`config.mk`:
```
export PLATFORM = sky130hd
export DESIGN_NAME = program_loader
export DESIGN_NICKNAME = d
export VERILOG_FILES = /design/src/rtl/program_loader.sv
export SDC_FILE = /design/constraint.sdc
export NUM_CORES = 1
export LEC_CHECK = 0
export ABC_AREA = 0
export CAP_MARGIN = 5
export CORE_MARGIN = 10
export CORE_UTILIZATION = 55
export DETAILED_ROUTE_END_ITERATION = 8
export GPL_ROUTABILITY_DRIVEN = 0
export HOLD_SLACK_MARGIN = 0.1
export PLACE_DENSITY = 0.87
export SLEW_MARGIN = 20
export SYNTH_ARGS = -nofsm -noshare
export SYNTH_HDL_FRONTEND = slang
export SYNTH_SLANG_ARGS = --single-unit
export TNS_END_PERCENT = 50
```
`constraint.sdc`:
```
create_clock -name CLK -period 4.1 [get_ports CLK]
set_input_delay 0.41 -clock CLK [delete_from_list [all_inputs] [get_ports CLK]]
set_output_delay 0.41 -clock CLK [all_outputs]
set_load 0.1 [all_outputs]
```
`src/rtl/program_loader.sv`:
```
// rtl/program_loader.sv - framed byte-stream loader for the instruction memory write port
module program_loader #(
    parameter int ADDR_W      = 12,
    parameter int MAX_WORDS   = 4096,
    parameter int TIMEOUT_CYC = 0
) (
    input  logic              CLK,
    input  logic              reset,
    input  logic              start,
    input  logic [7:0]        rx_data,
    input  logic              rx_valid,
    output logic              rx_ready,
    output logic [ADDR_W-1:0] mem_addr,
    output logic [15:0]       mem_din,
    output logic              mem_we,
    output logic              cpu_reset,
    output logic              done,
    output logic              error
);

    typedef enum logic [2:0] {
        S_IDLE,
        S_LEN_HI,
        S_LEN_LO,
        S_DATA_HI,
        S_DATA_LO,
        S_CHECK,
        S_DONE,
        S_ERROR
    } state_t;

    state_t             state;
    state_t             state_nx;

    logic [7:0]         len_hi;
    logic [15:0]        len;
    logic [7:0]         data_hi;
    logic [ADDR_W-1:0]  k;
    logic [7:0]         csum;
    logic [31:0]        tcnt;

    logic               loading;
    logic               accept;
    logic               start_ok;
    logic [15:0]        n_word;
    logic               n_zero;
    logic               n_over;
    logic               last_word;
    logic               timeout_hit;

    // The byte link is only open while a frame is in progress; status outputs are
    // decoded straight from the state so they change on the same edge as the state.
    assign loading   = (state == S_LEN_HI) || (state == S_LEN_LO) || (state == S_DATA_HI)
                    || (state == S_DATA_LO) || (state == S_CHECK);
    assign rx_ready  = loading;
    assign accept    = rx_valid && loading;
    assign start_ok  = start && ((state == S_IDLE) || (state == S_DONE) || (state == S_ERROR));
    assign done      = (state == S_DONE);
    assign error     = (state == S_ERROR);
    assign cpu_reset = (state != S_DONE);

    assign n_word    = {len_hi, rx_data};
    assign n_zero    = (n_word == 16'd0);
    assign n_over    = (32'(n_word) > 32'(MAX_WORDS));
    assign last_word = ((32'(k) + 32'd1) >= 32'(len));

    // Timeout fires on the idle cycle that would bring the gap to TIMEOUT_CYC.
    always_comb begin
        timeout_hit = 1'b0;
        if ((TIMEOUT_CYC > 0) && loading && !accept && (tcnt == 32'(TIMEOUT_CYC - 1))) begin
            timeout_hit = 1'b1;
        end
    end

    // State register.
    always_ff @(posedge CLK or negedge reset) begin
        if (!reset) begin
            state <= S_IDLE;
        end else begin
            state <= state_nx;
        end
    end

    // Next-state logic: frame parsing, length/checksum verdicts and timeout abort.
    always_comb begin
        state_nx = state;
        if (timeout_hit) begin
            state_nx = S_ERROR;
        end else begin
            case (state)
                S_IDLE, S_DONE, S_ERROR: begin
                    if (start) state_nx = S_LEN_HI;
                end
                S_LEN_HI: begin
                    if (accept) state_nx = S_LEN_LO;
                end
                S_LEN_LO: begin
                    if (accept) begin
                        if (n_zero)      state_nx = S_CHECK;
                        else if (n_over) state_nx = S_ERROR;
                        else             state_nx = S_DATA_HI;
                    end
                end
                S_DATA_HI: begin
                    if (accept) state_nx = S_DATA_LO;
                end
                S_DATA_LO: begin
                    if (accept) state_nx = last_word ? S_CHECK : S_DATA_HI;
                end
                S_CHECK: begin
                    if (accept) state_nx = (rx_data == csum) ? S_DONE : S_ERROR;
                end
                default: state_nx = S_IDLE;
            endcase
        end
    end

    // Datapath: length capture, word assembly, memory write pulse, checksum and gap counter.
    always_ff @(posedge CLK or negedge reset) begin
        if (!reset) begin
            len_hi   <= 8'd0;
            len      <= 16'd0;
            data_hi  <= 8'd0;
            k        <= '0;
            csum     <= 8'd0;
            tcnt     <= 32'd0;
            mem_addr <= '0;
            mem_din  <= 16'd0;
            mem_we   <= 1'b0;
        end else begin
            mem_we <= 1'b0;
            if (start_ok) begin
                csum <= 8'd0;
                k    <= '0;
                tcnt <= 32'd0;
            end else if (accept) begin
                tcnt <= 32'd0;
                if (state != S_CHECK) begin
                    csum <= csum ^ rx_data;
                end
                case (state)
                    S_LEN_HI:  len_hi  <= rx_data;
                    S_LEN_LO:  len     <= n_word;
                    S_DATA_HI: data_hi <= rx_data;
                    S_DATA_LO: begin
                        mem_we   <= 1'b1;
                        mem_addr <= k;
                        mem_din  <= {data_hi, rx_data};
                        // Hold k on the final word so it never passes MAX_WORDS-1.
                        if (!last_word) begin
                            k <= k + 1'b1;
                        end
                    end
                    default: ;
                endcase
            end else if (loading && (TIMEOUT_CYC > 0)) begin
                tcnt <= tcnt + 32'd1;
            end
        end
    end

endmodule
```
==> results.rst, run 1 <==
.. list-table::
   :header-rows: 1

   * - Metric
     - Value
   * - Vias in the first global route
     - roughly 3.0k
   * - Overall routing resource usage
     - ~16%
   * - Worst min path class
     - input port to async pin
   * - Yosys warnings
     - 0
   * - Slew at the pin with the worst max-slew slack
     - between 1 and 1.5 ns
   * - Normalized max-slew margin
     - 31.55%
   * - Kind of cell adding the most delay to the critical path
     - simple AND/OR/NAND/NOR gates
   * - Post-CTS setup buffers
     - 0
   * - Number of antenna violations at the first check in global routing
     - 0
   * - Data required, critical path
     - between 4 and 5 ns
   * - Die area
     - between 0.01 and 0.015 mm²
   * - Leak pwr
     - 2.195 nW
   * - Average footprint of a synthesized cell
     - 10.70 µm²
   * - Number of max-slew violations in the final report
     - 0
   * - Critical Path End Type
     - flip-flop
   * - Remaining DRCs
     - 0
   * - Min Hold Slack
     - ~0.081 ns
   * - Fraction of synthesized area in multiplexers
     - approximately 14%
   * - Count of buffer and inverter cells on the critical path
     - 1
   * - Sequential Power Share
     - a little under two fifths
   * - Clock period minus final worst setup slack
     - between 3 and 4 ns
   * - Sink Count
     - 84
   * - Clock tree from TritonCTS
     - done
   * - Series of cell instances along the critical path
     - ha_1, and3_1, nand3_1, nor2b_1, nand2_1, xnor2_1, ha_1, and3_1, a221oi_1, o41a_1, o21ai_1, buf_4, nor3_1, a211o_1
   * - Area of the core
     - roughly 0.0073 mm²
   * - Resized cells post-CTS
     - 0
   * - Post-synthesis instance total
     - 384
   * - Setup repair after global routing missed its margin
     - no
   * - Largest net degree at the start of global routing
     - 85
   * - Combinational family with the most area after synthesis
     - simple AND/OR/NAND/NOR gates
   * - Stage delay of the slowest cell on the critical path
     - approximately 0.45 ns
   * - Number of DRC markers in iteration 0
     - approximately 210
   * - Antenna diodes
     - 0
   * - Fill cell count
     - 560
   * - Final setup TNS
     - 0 ns
   * - Clk Tree Root Cell
     - clkbuf_8
   * - Number of storage elements in the synthesis netlist
     - between 80 and 90
   * - Area growth from synthesis to layout
     - 16.01%
   * - Post-Place Cells
     - 508
   * - Number of buffers added to fix hold violations after cts
     - 0
   * - Sequential cell area fraction in the yosys report
     - about half
   * - DR vias
     - 2944
   * - Cell variety after synth
     - a little over 40
   * - Max FO, Critical Path
     - 16
   * - Ports
     - between 40 and 50
   * - Effective utilization at floorplan
     - 56.67%
   * - Total gr overflow
     - 0
   * - Xor-xnor portion of the synthesized cell area
     - between 2 and 3%
   * - Data arrival time of the critical path
     - 3.69 ns
   * - Max capacitance violation total
     - 0
   * - P_sw
     - 0.001705 W
   * - Layout cells sized above 1
     - 17.88%
   * - Global-route wire length before repair
     - about 15000 µm
   * - Routed wire length per instance
     - approximately 17 µm
   * - Top achievable clock speed
     - slightly below 300 MHz
   * - Clock-pin slew of the registers on the worst-case setup and hold paths
     - 0.09 ns
   * - Via-per-instance ratio
     - 5.618
   * - Share of synthesized cell area in full adder, half adder and majority cells
     - under 10%
   * - Area taken by flip-flops and latches
     - ~0.0021 mm²
   * - Vertical die dimension
     - around 110 µm
   * - Setup-violating endpoint count in the final report
     - 0
   * - Compound-Gate Fraction of Synth Area
     - roughly 9%
   * - Post-route cell area
     - around 0.0048 mm²
   * - Nets
     - 446
   * - Total iterations of the first detailed-routing run
     - 4
   * - Relative contribution of combinational cells to total power
     - a little under half
   * - Clock latency reported for the late side of the worst-skew pair
     - 0.35 ns
   * - Status
     - finished clean
   * - Number of standard cells in the final layout excluding fillers
     - between 500 and 600
   * - Design internal power
     - ~0.0019 W
   * - Share of synthesized cell area in and, or, nand and nor gates
     - ~14%
   * - # rows
     - 31
   * - Post-route fraction of the period consumed by the critical path
     - around 84%
   * - Detail Route Antenna Nets
     - 0
   * - Estimated wirelength of the detail-placed design
     - slightly above 6000 µm
   * - Multi-input gate area
     - approximately 0.0018 mm²
   * - Post-Route WL
     - about 8900 µm
   * - Final Power
     - roughly 0.0036 W
   * - Syn_nets
     - between 400 and 500
   * - Critical path start-end classification
     - flip-flop to flip-flop
   * - Die Span X
     - 106.4 µm
   * - Cell at the slowest stage of the critical path
     - dfrtp_1
   * - Power density over the cells
     - about 760 mW/mm²
   * - Placed cell area
     - ~0.0046 mm²
   * - Switching power as a share of total power
     - a little under half
   * - Port Buf Inserts
     - 44
   * - Final worst clock skew
     - about 0.0089 ns
   * - Max H-tree Level
     - 3
   * - Count of final hold-check violations
     - 0
   * - Syn Std Cell Area
     - between 0.004 and 0.005 mm²
   * - Clock buffers created by TritonCTS
     - 9
   * - Peak supply drop
     - about 0.00053 V
   * - CP Launch Type
     - flip-flop
   * - Relative contribution of the clock network to total power
     - between 10% and 20%
   * - Buffer depth of the longest clock path
     - 2
## cells by family (layout without fill, tap and decap cells)
logic type / Yosys count / in the layout
xor+xnor: 12 / 12
mux: 52 / 52
compound gates: 63 / 63
fa+ha+maj: 14 / 14
simple gates: 119 / 119
flops: 84 / 84
buf+inv: 40 / 81
## path summary, 6_finish.rpt
| check | startpoint | to | slack (ns) | cells past startpoint |
|---|---|---|---|---|
| worst max-delay path | k[0] | k[6] | 0.65 | 14 |
| worst min-delay path | reset | mem_din[7] | 0.08 | 1 |
| worst max register to register | k[0] | k[6] | 0.65 | 14 |
| worst min register to register | mem_addr[7] | mem_addr[7] | 0.51 | 1 |
| max in group asynchronous | reset | len[12] | 3.50 | 1 |
| min in group CLK | mem_addr[7] | mem_addr[7] | 0.51 | 1 |
## Yosys cell counts, drive strengths merged
master,n,area [µm²]
clkbuf,8,31.28
nor2b,3,18.77
ha,14,175.2
or3,4,25.02
nor3,6,35.03
o22ai,1,6.260
mux2i,1,10.01
and2,5,31.28
dfrtp,84,2102
o41a,1,11.26
xor2,3,26.28
nand2b,8,50.05
a21oi,8,40.04
o31ai,1,7.510
a211o,2,17.52
nand3,18,90.09
a21o,6,45.04
or2,2,12.51
nand4b,1,8.760
o21ai,38,190.2
nand2,43,161.4
xnor2,9,78.83
nand4,2,12.51
o21a,1,7.510
a221oi,2,17.52
and4,1,8.760
mux2,51,574.3
o311a,1,10.01
nor3b,2,25.02
a211oi,1,7.510
buf,14,86.33
nor2,16,60.06
inv,18,67.56
and3,4,25.02
nor4,4,25.02
o221ai,1,8.760
## power by group through the flow
stage / logic [W] / registers (W) / clock network, W
CTS: 0.00175 / 0.00135 / 0.000558
finish: 0.00174 / 0.00135 / 0.000551
detailed placement: 0.00173 / 0.00136 / 0
floorplan: 0.000778 / 0.00190 / 0
global placement: 0.00169 / 0.00133 / 0
global route: 0.00185 / 0.00139 / 0.000601
## stage by stage
stage          util [%]  setup slack, ns
3_3_place_gp      63.10           0.9849
5_1_grt           65.74           0.4449
2_1_floorplan         -            1.245
4_1_cts           65.69           0.6821
3_5_place_dp      63.10           0.6889
6_report          65.74           0.6530
## state kept, by name (all words and copies together) (netlist names)
register  flops
len          16
mem_din      16
k            12
mem_addr     12
csum          8
data_hi       8
len_hi        8
state         3
mem_we        1
## layout by cell type (no fill, tap or decap), drive strengths merged
| master | Yosys | layout |
|---|---|---|
| dfrtp | 84 | 84 |
| mux2 | 51 | 51 |
| nand2 | 43 | 43 |
| clkdlybuf4s50 | 0 | 43 |
| o21ai | 38 | 38 |
| inv | 18 | 18 |
| nand3 | 18 | 18 |
| nor2 | 16 | 16 |
| ha | 14 | 14 |
| clkbuf | 8 | 11 |
| xnor2 | 9 | 9 |
| nand2b | 8 | 8 |
| a21oi | 8 | 8 |
| a21o | 6 | 6 |
| nor3 | 6 | 6 |
| and2 | 5 | 5 |
| clkinv | 0 | 5 |
| and3 | 4 | 4 |
| or3 | 4 | 4 |
| nor4 | 4 | 4 |
| buf | 14 | 4 |
| nor2b | 3 | 3 |
| xor2 | 3 | 3 |
| or2 | 2 | 2 |
| nor3b | 2 | 2 |
| nand4 | 2 | 2 |
| a221oi | 2 | 2 |
| a211o | 2 | 2 |
| and4 | 1 | 1 |
| nand4b | 1 | 1 |
| a211oi | 1 | 1 |
| o41a | 1 | 1 |
| o22ai | 1 | 1 |
| o21a | 1 | 1 |
| o31ai | 1 | 1 |
| o311a | 1 | 1 |
| mux2i | 1 | 1 |
| o221ai | 1 | 1 |
## worst register-to-register path: cells and delay by family, from the launching register on
kind	cells	cell delay, ns
buf+inv	1	0.29
compound gates	4	0.94
simple gates	6	1.00
flops	1	0.45
fa+ha+maj	2	0.51
xor+xnor	1	0.16
## layout make-up
cell class / count / share of cell area [%]
well taps: 99 / 2.598
inverters: 18 / 1.417
clock buffers: 11 / 3.175
clock inverters: 5 / 0.7610
multi-input cells: 260 / 38.23
flip-flops and latches: 84 / 44.08
repair buffers: 47 / 9.735
## routing by layer
layer,vias up,global-route usage (%),share of wire [%]
met3,15,2.597,3.7
met4,0,7.253,1.8
met2,54,27.61,53
met1,1477,19.25,42
li1,1398,-,-
met5,-,0,0
(Power assumes the default switching activity.)
==> inputs of run 2 (changes only) <==
--- a/config.mk
+++ b/config.mk
@@ -8,11 +8,11 @@
 export ABC_AREA = 0
 export CAP_MARGIN = 5
 export CORE_MARGIN = 10
-export CORE_UTILIZATION = 55
+export CORE_UTILIZATION = 51
 export DETAILED_ROUTE_END_ITERATION = 8
 export GPL_ROUTABILITY_DRIVEN = 0
 export HOLD_SLACK_MARGIN = 0.1
-export PLACE_DENSITY = 0.87
+export PLACE_DENSITY = 0.85
 export SLEW_MARGIN = 20
 export SYNTH_ARGS = -nofsm -noshare
 export SYNTH_HDL_FRONTEND = slang
==> constraint.sdc (replaced) <==
create_clock -name CLK -period 2.8 [get_ports CLK]
set_input_delay 0.28 -clock CLK [delete_from_list [all_inputs] [get_ports CLK]]
set_output_delay 0.28 -clock CLK [all_outputs]
set_load 0.1 [all_outputs]
==> run 2 against run 1 <==
The run now ends with setup timing left. Hold slack improved by 0.43 ns. Die area increased by 6.4%. First-iteration DRC count increased by 12%. Final cell count increased by 6.7%. Combinational power increased by 53%. Sequential share of layout area decreased by 2.9 points. Core utilization decreased by 0.084 points. Clock skew increased by 0.0027 ns. Setup slack got worse by 0.74 ns. Flip-flop and latch count unchanged. Via count increased by 7.3%. Critical path depth unchanged. Largest power group unchanged.
==> results.rst, run 2 (same netlist as run 1, synthesis figures left out) <==
.. list-table::
   :header-rows: 1

   * - Metric
     - Value
   * - Critical path start-end classification
     - flip-flop to flip-flop
   * - Via-per-instance ratio
     - 5.649 (+0.55%)
   * - Max H-tree Level
     - 3 (unchanged)
   * - Max capacitance violation total
     - 0 (unchanged)
   * - Detail Route Antenna Nets
     - 0 (unchanged)
   * - Critical Path End Type
     - flip-flop
   * - Placed cell area
     - 0.004667 mm² (+2.0%)
   * - Data required, critical path
     - 3.04 ns (-1.30 ns)
   * - Largest net degree at the start of global routing
     - 85 (unchanged)
   * - Clock tree from TritonCTS
     - done
   * - Number of max-slew violations in the final report
     - 0 (unchanged)
   * - Port Buf Inserts
     - 44 (unchanged)
   * - Leading cell types in the layout, fill and taps excluded
     - 84 x dfrtp_1, 62 x buf_4, 50 x mux2_2
   * - Series of cell instances along the critical path
     - ha_2, and3_4, nand3_4, nor2b_4, nand2_2, xnor2_2, ha_1, and3_4, a221oi_4, o41a_1, o21ai_4, buf_2, nor2_1, a211o_1
   * - Overall routing resource usage
     - 15.79% (-0.23 points)
   * - CP Launch Type
     - flip-flop
   * - Cell at the slowest stage of the critical path
     - dfrtp_1
   * - Post-Route WL
     - 9897 µm (+11%)
   * - Vertical die dimension
     - 109.8 µm (+3.1%)
   * - Max FO, Critical Path
     - 5 (-11)
   * - Fill cell count
     - 555 (-0.89%)
   * - Most common cell after layout, fill and taps aside
     - dfrtp_1
   * - Nets
     - 478 (+7.2%)
   * - Power density over the cells
     - 1087 mW/mm² (+43%)
   * - Post-placement setup slack
     - -0.09669 ns (-0.7855 ns)
   * - Count of buffer and inverter cells on the critical path
     - 1 (unchanged)
   * - Buffer depth of the longest clock path
     - 2 (unchanged)
   * - Most prevalent standard cell on the critical path
     - and3_4
   * - Data arrival time of the critical path
     - 3.14 ns (-0.55 ns)
   * - Total gr overflow
     - 0 (unchanged)
   * - Die area
     - 0.01205 mm² (+6.4%)
   * - Layout cells sized above 1
     - 35.23% (+17 points)
   * - Clock-pin slew of the registers on the worst-case setup and hold paths
     - 0.09 ns (about the same)
   * - Global-route wire length before repair
     - 15010 µm (+1.4%)
   * - Registers with the most flip-flops
     - len x16, mem_din x16
   * - Ports
     - 45 (unchanged)
   * - Min setup slack post-route
     - -0.09152 ns (-0.7445 ns)
   * - Total iterations of the first detailed-routing run
     - 5 (+1)
   * - Area growth from synthesis to layout
     - 24.08%
   * - Vias in the first global route
     - 2981 (-1.6%)
   * - Post-route cell area
     - 0.005100 mm² (+7.0%)
   * - Peak supply drop
     - 0.0008281 V (+57%)
   * - Die Span X
     - 109.8 µm (+3.1%)
   * - Clock latency reported for the late side of the worst-skew pair
     - 0.36 ns (about the same)
   * - Sink Count
     - 84 (unchanged)
   * - Setup repair after global routing missed its margin
     - yes
   * - Clock period minus final worst setup slack
     - 2.892 ns (-0.5555 ns)
   * - Estimated wirelength of the detail-placed design
     - 6251 µm (+1.5%)
   * - Final core utilization
     - 65.66% (-0.084 points)
   * - Status
     - complete, but fails checks
   * - Antenna diodes
     - 0 (unchanged)
   * - Setup-violating endpoint count in the final report
     - 12 (+12)
   * - Clock buffers created by TritonCTS
     - 9 (unchanged)
   * - Stage delay of the slowest cell on the critical path
     - 0.38 ns (-0.07 ns)
   * - Area of the core
     - 0.007767 mm² (+7.1%)
   * - Post-route fraction of the period consumed by the critical path
     - 103.3% (+19 points)
   * - Min Hold Slack
     - 0.5083 ns (+0.4277 ns)
   * - # rows
     - 32 (+3.2%)
   * - Top achievable clock speed
     - 345.8 MHz (+19%)
   * - Leak pwr
     - 2.464 nW (+12%)
   * - Number of DRC markers in iteration 0
     - 236 (+12%)
   * - Count of final hold-check violations
     - 0 (unchanged)
   * - Remaining DRCs
     - 0 (unchanged)
   * - Clk Tree Root Cell
     - clkbuf_8
   * - DR vias
     - 3158 (+7.3%)
   * - Slew at the pin with the worst max-slew slack
     - 0.7807 ns (-0.2405 ns)
   * - Final worst clock skew
     - 0.01159 ns (+0.002728 ns)
   * - Kind of cell adding the most delay to the critical path
     - compound AO/OA/AOI/OAI gates
   * - Number of antenna violations at the first check in global routing
     - 0 (unchanged)
   * - Worst min path class
     - flip-flop to flip-flop
   * - Effective utilization at floorplan
     - 52.92% (-3.8 points)
   * - Routed wire length per instance
     - 17.70 µm (+4.1%)
   * - Violations in the final reports
     - setup timing
   * - Normalized max-slew margin
     - 47.95% (+16 points)
run 2: where the power goes:
part           switching (W)  internal (W)  total (W)
clock               0.000457      0.000445   0.000901
combinational        0.00182      0.000854    0.00267
sequential          0.000317       0.00166    0.00197
total                0.00259       0.00295    0.00554
run 2: worst reg2reg max path, cell delays in order, from the launching register on:
cell and delay [ns]:
dfrtp_1 0.38, ha_2 0.20, and3_4 0.20, nand3_4 0.09
nor2b_4 0.15, nand2_2 0.08, xnor2_2 0.15, ha_1 0.29
and3_4 0.19, a221oi_4 0.07, o41a_1 0.37, o21ai_4 0.11
buf_2 0.21, nor2_1 0.06, a211o_1 0.23
run 2: per-layer routing:
metal	GRT usage, %	up-vias	wire [µm]
met4	6.877	0	147
li1	-	1459	-
met5	0	-	0
met2	26.96	85	5272
met1	19.41	1601	4071
met3	2.399	13	405
run 2: path summary, 6_finish.rpt:
path / cells after the start / startpoint / slack [ns] / to
setup / recovery: 14 / k[0] / -0.09 / k[7]
hold / removal: 1 / data_hi[3] / 0.51 / mem_din[11]
setup reg to reg: 14 / k[0] / -0.09 / k[7]
hold reg to reg: 1 / data_hi[3] / 0.51 / mem_din[11]
max in group asynchronous: 2 / reset / 1.70 / len_hi[3]
min in group asynchronous: 2 / reset / 0.52 / mem_din[5]
run 2: through the flow:
step	TNS (ns)	cells	total power [W]
2_1_floorplan	0	384	0.003924
3_3_place_gp	0	532	0.004443
4_1_cts	0	552	0.005479
5_1_grt	-2.008	559	0.005841
3_5_place_dp	-0.5636	532	0.004544
6_report	-0.6522	559	0.005543
run 2: cell type report:
type	count	area, µm²	area share, %
flip-flops and latches	84	2102	41.22
clock inverters	6	70.07	1.374
repair buffers	79	636.9	12.49
clock buffers	10	137.6	2.699
well taps	102	127.6	2.502
multi-input cells	260	1958	38.40
inverters	18	67.56	1.325
run 2: timing repair:
action	in CTS	in global routing
pin swaps	6	15
buffers inserted	3	6
gates cloned	1	0
setup endpoints to repair	8	13
resized for setup	10	25
hold buffers	0	1
endpoints found under the hold margin	0	84
==> inputs of run 3 (changes only) <==
--- a/config.mk
+++ b/config.mk
@@ -8,11 +8,11 @@
 export ABC_AREA = 0
 export CAP_MARGIN = 5
 export CORE_MARGIN = 10
-export CORE_UTILIZATION = 51
+export CORE_UTILIZATION = 55
 export DETAILED_ROUTE_END_ITERATION = 8
 export GPL_ROUTABILITY_DRIVEN = 0
 export HOLD_SLACK_MARGIN = 0.1
-export PLACE_DENSITY = 0.85
+export PLACE_DENSITY = 0.87
 export SLEW_MARGIN = 20
 export SYNTH_ARGS = -nofsm -noshare
 export SYNTH_HDL_FRONTEND = slang
==> constraint.sdc (replaced) <==
create_clock -name CLK -period 3.8 [get_ports CLK]
set_input_delay 0.38 -clock CLK [delete_from_list [all_inputs] [get_ports CLK]]
set_output_delay 0.38 -clock CLK [all_outputs]
set_load 0.1 [all_outputs]
==> run 3 against run 2 <==
The flow now finishes without violations. Setup slack gained 0.51 ns. Clock skew grew 0.0011 ns. Register-to-register slack gained 0.51 ns. Non-clock buffer count shrank 32. Global-route usage grew 0.14 points. Core utilization grew 0.12 points. Routed wire length shrank 9.8%. Largest cell class unchanged. Highest routed layer unchanged.
==> results.rst, run 3 (same netlist as run 1, synthesis figures left out) <==
.. list-table::
   :header-rows: 1

   * - Metric
     - Value
   * - Status
     - finished clean
   * - Depth of the worst register-to-register path
     - 14 (unchanged)
   * - Estimated wirelength of the detail-placed design
     - 6174 µm (-1.2%)
   * - Max H-tree Level
     - 3 (unchanged)
   * - Overall routing resource usage
     - 15.93% (+0.14 points)
   * - Clock latency reported for the late side of the worst-skew pair
     - 0.35 ns (about the same)
   * - Relative contribution of combinational cells to total power
     - 47.2% (-1.0 points)
   * - P_sw
     - 0.001805 W (-30%)
   * - DR vias
     - 2936 (-7.0%)
   * - Area of the core
     - 0.007253 mm² (-6.6%)
   * - Routed wire length per instance
     - 17.13 µm (-3.2%)
   * - Clock period minus final worst setup slack
     - 3.378 ns (+0.4862 ns)
   * - Number of DRC markers in iteration 0
     - 233 (-1.3%)
   * - Critical Path End Type
     - flip-flop
   * - Number of buffers added to fix hold violations after cts
     - 0 (unchanged)
   * - Vertical die dimension
     - 106.4 µm (-3.0%)
   * - Layout cells sized above 1
     - 17.30% (-18 points)
   * - Vias in the first global route
     - 2957 (-0.81%)
   * - Remaining DRCs
     - 0 (unchanged)
   * - # rows
     - 31 (-3.1%)
   * - Final setup TNS
     - 0 ns (+0.6522 ns)
   * - Effective utilization at floorplan
     - 56.67% (+3.8 points)
   * - Peak supply drop
     - 0.0006084 V (-27%)
   * - Number of standard cells in the final layout excluding fillers
     - 521 (-6.8%)
   * - Largest net degree at the start of global routing
     - 85 (unchanged)
   * - CP Launch Type
     - flip-flop
   * - Final Power
     - 0.003974 W (-28%)
   * - Post-Route WL
     - 8926 µm (-9.8%)
   * - Sequential Power Share
     - 36.4% (+0.8 points)
   * - Normalized max-slew margin
     - 32.63% (-15 points)
   * - Worst min path class
     - input port to async pin
   * - Number of antenna violations at the first check in global routing
     - 0 (unchanged)
   * - Total gr overflow
     - 0 (unchanged)
   * - Registers with the most flip-flops
     - len x16, mem_din x16
   * - Clock tree from TritonCTS
     - done
   * - Global-route wire length before repair
     - 14640 µm (-2.4%)
   * - Data required, critical path
     - 4.04 ns (+1.00 ns)
   * - Ports
     - 45 (unchanged)
   * - Sink Count
     - 84 (unchanged)
   * - Power density over the cells
     - 833.0 mW/mm² (-23%)
   * - Total iterations of the first detailed-routing run
     - 4 (-1)
   * - Clk Tree Root Cell
     - clkbuf_8
   * - Critical path start-end classification
     - flip-flop to flip-flop
   * - Antenna diodes
     - 0 (unchanged)
   * - Via-per-instance ratio
     - 5.635 (-0.25%)
   * - Data arrival time of the critical path
     - 3.61 ns (+0.47 ns)
   * - Top achievable clock speed
     - 296.1 MHz (-14%)
   * - Relative contribution of the clock network to total power
     - 16.3% (about the same)
   * - Design internal power
     - 0.002169 W (-27%)
   * - Count of final hold-check violations
     - 0 (unchanged)
   * - Startpoint of the most critical register-to-register path
     - k[0]
   * - Buffer depth of the longest clock path
     - 2 (unchanged)
   * - Die area
     - 0.01133 mm² (-6.0%)
   * - Max capacitance violation total
     - 0 (unchanged)
   * - Slew at the pin with the worst max-slew slack
     - 1.007 ns (+0.2268 ns)
   * - Post-Place Cells
     - 508 (-4.5%)
   * - Number of max-slew violations in the final report
     - 0 (unchanged)
   * - Max FO, Critical Path
     - 16 (+11)
   * - Resized cells post-CTS
     - 0 (-10)
   * - Port Buf Inserts
     - 44 (unchanged)
   * - Min Hold Slack
     - 0.07163 ns (-0.4367 ns)
   * - Area growth from synthesis to layout
     - 16.07%
   * - Clock buffers created by TritonCTS
     - 9 (unchanged)
   * - Detail Route Antenna Nets
     - 0 (unchanged)
   * - First element of the critical path
     - k[0]
   * - Die Span X
     - 106.4 µm (-3.0%)
   * - Leak pwr
     - 2.196 nW (-11%)
   * - Most common cell after layout, fill and taps aside
     - dfrtp_1
   * - Post-route fraction of the period consumed by the critical path
     - 88.89% (-14 points)
   * - Setup-violating endpoint count in the final report
     - 0 (-12)
   * - Leading cell types in the layout, fill and taps excluded
     - 84 x dfrtp_1, 51 x mux2_2, 43 x nand2_1
   * - Final worst clock skew
     - 0.01268 ns (+0.001087 ns)
   * - Setup repair after global routing missed its margin
     - no
   * - Nets
     - 446 (-6.7%)
   * - Switching power as a share of total power
     - 45.43% (-1.3 points)
   * - Post-CTS setup buffers
     - 0 (-3)
   * - Clock-pin slew of the registers on the worst-case setup and hold paths
     - 0.08 ns (about the same)
[run 3: per-stage QoR]
step	utilization (%)	cell area [µm²]	setup WS (ns)
CTS	65.72	4767	0.4392
detailed placement	63.07	4574	0.4604
global route	65.78	4771	0.09042
floorplan	-	4110	0.9446
global placement	63.07	4574	0.6736
finish	65.78	4771	0.4223
[run 3: cell type report]
class	instances	area (µm²)
clock buffer	10	127.6
clock inverter	3	65.06
fill	538	2482
inverter	18	67.56
multi-input combinational	260	1823
sequential	84	2102
tap	99	123.9
timing repair buffer	47	461.7
[run 3: routing by layer]
layer | GRT usage (%) | routed length, µm | vias up
met5 | 0 | 0 | -
met4 | 6.383 | 188 | 0
met3 | 3.080 | 301 | 15
met2 | 27.96 | 4671 | 55
met1 | 18.71 | 3765 | 1467
li1 | - | - | 1399
[run 3: power by group through the flow]
stage | Clock, W | Combinational (W) | Sequential, W
floorplan | 0 | 0.000839 | 0.00205
global placement | 0 | 0.00183 | 0.00144
detailed placement | 0 | 0.00187 | 0.00146
CTS | 0.000654 | 0.00189 | 0.00145
global route | 0.000693 | 0.00200 | 0.00149
finish | 0.000649 | 0.00188 | 0.00145
[run 3: worst max-delay path: stages (launching register included)]
cell,delay [ns]
dfrtp_1,0.45
ha_1,0.21
and3_1,0.18
nand3_1,0.20
nor2b_1,0.22
nand2_1,0.09
xnor2_1,0.17
ha_1,0.30
and3_1,0.19
a221oi_1,0.10
o41a_1,0.31
o21ai_1,0.23
buf_4,0.28
nor3_1,0.07
a211o_1,0.26
[run 3: final timing paths]
check,end,slack [ns]
min in group CLK,mem_addr[7],0.51
hold reg to reg,mem_addr[7],0.51
setup / recovery,k[7],0.42
setup reg to reg,k[7],0.42
max in group asynchronous,state[2],3.22
hold / removal,mem_din[5],0.07
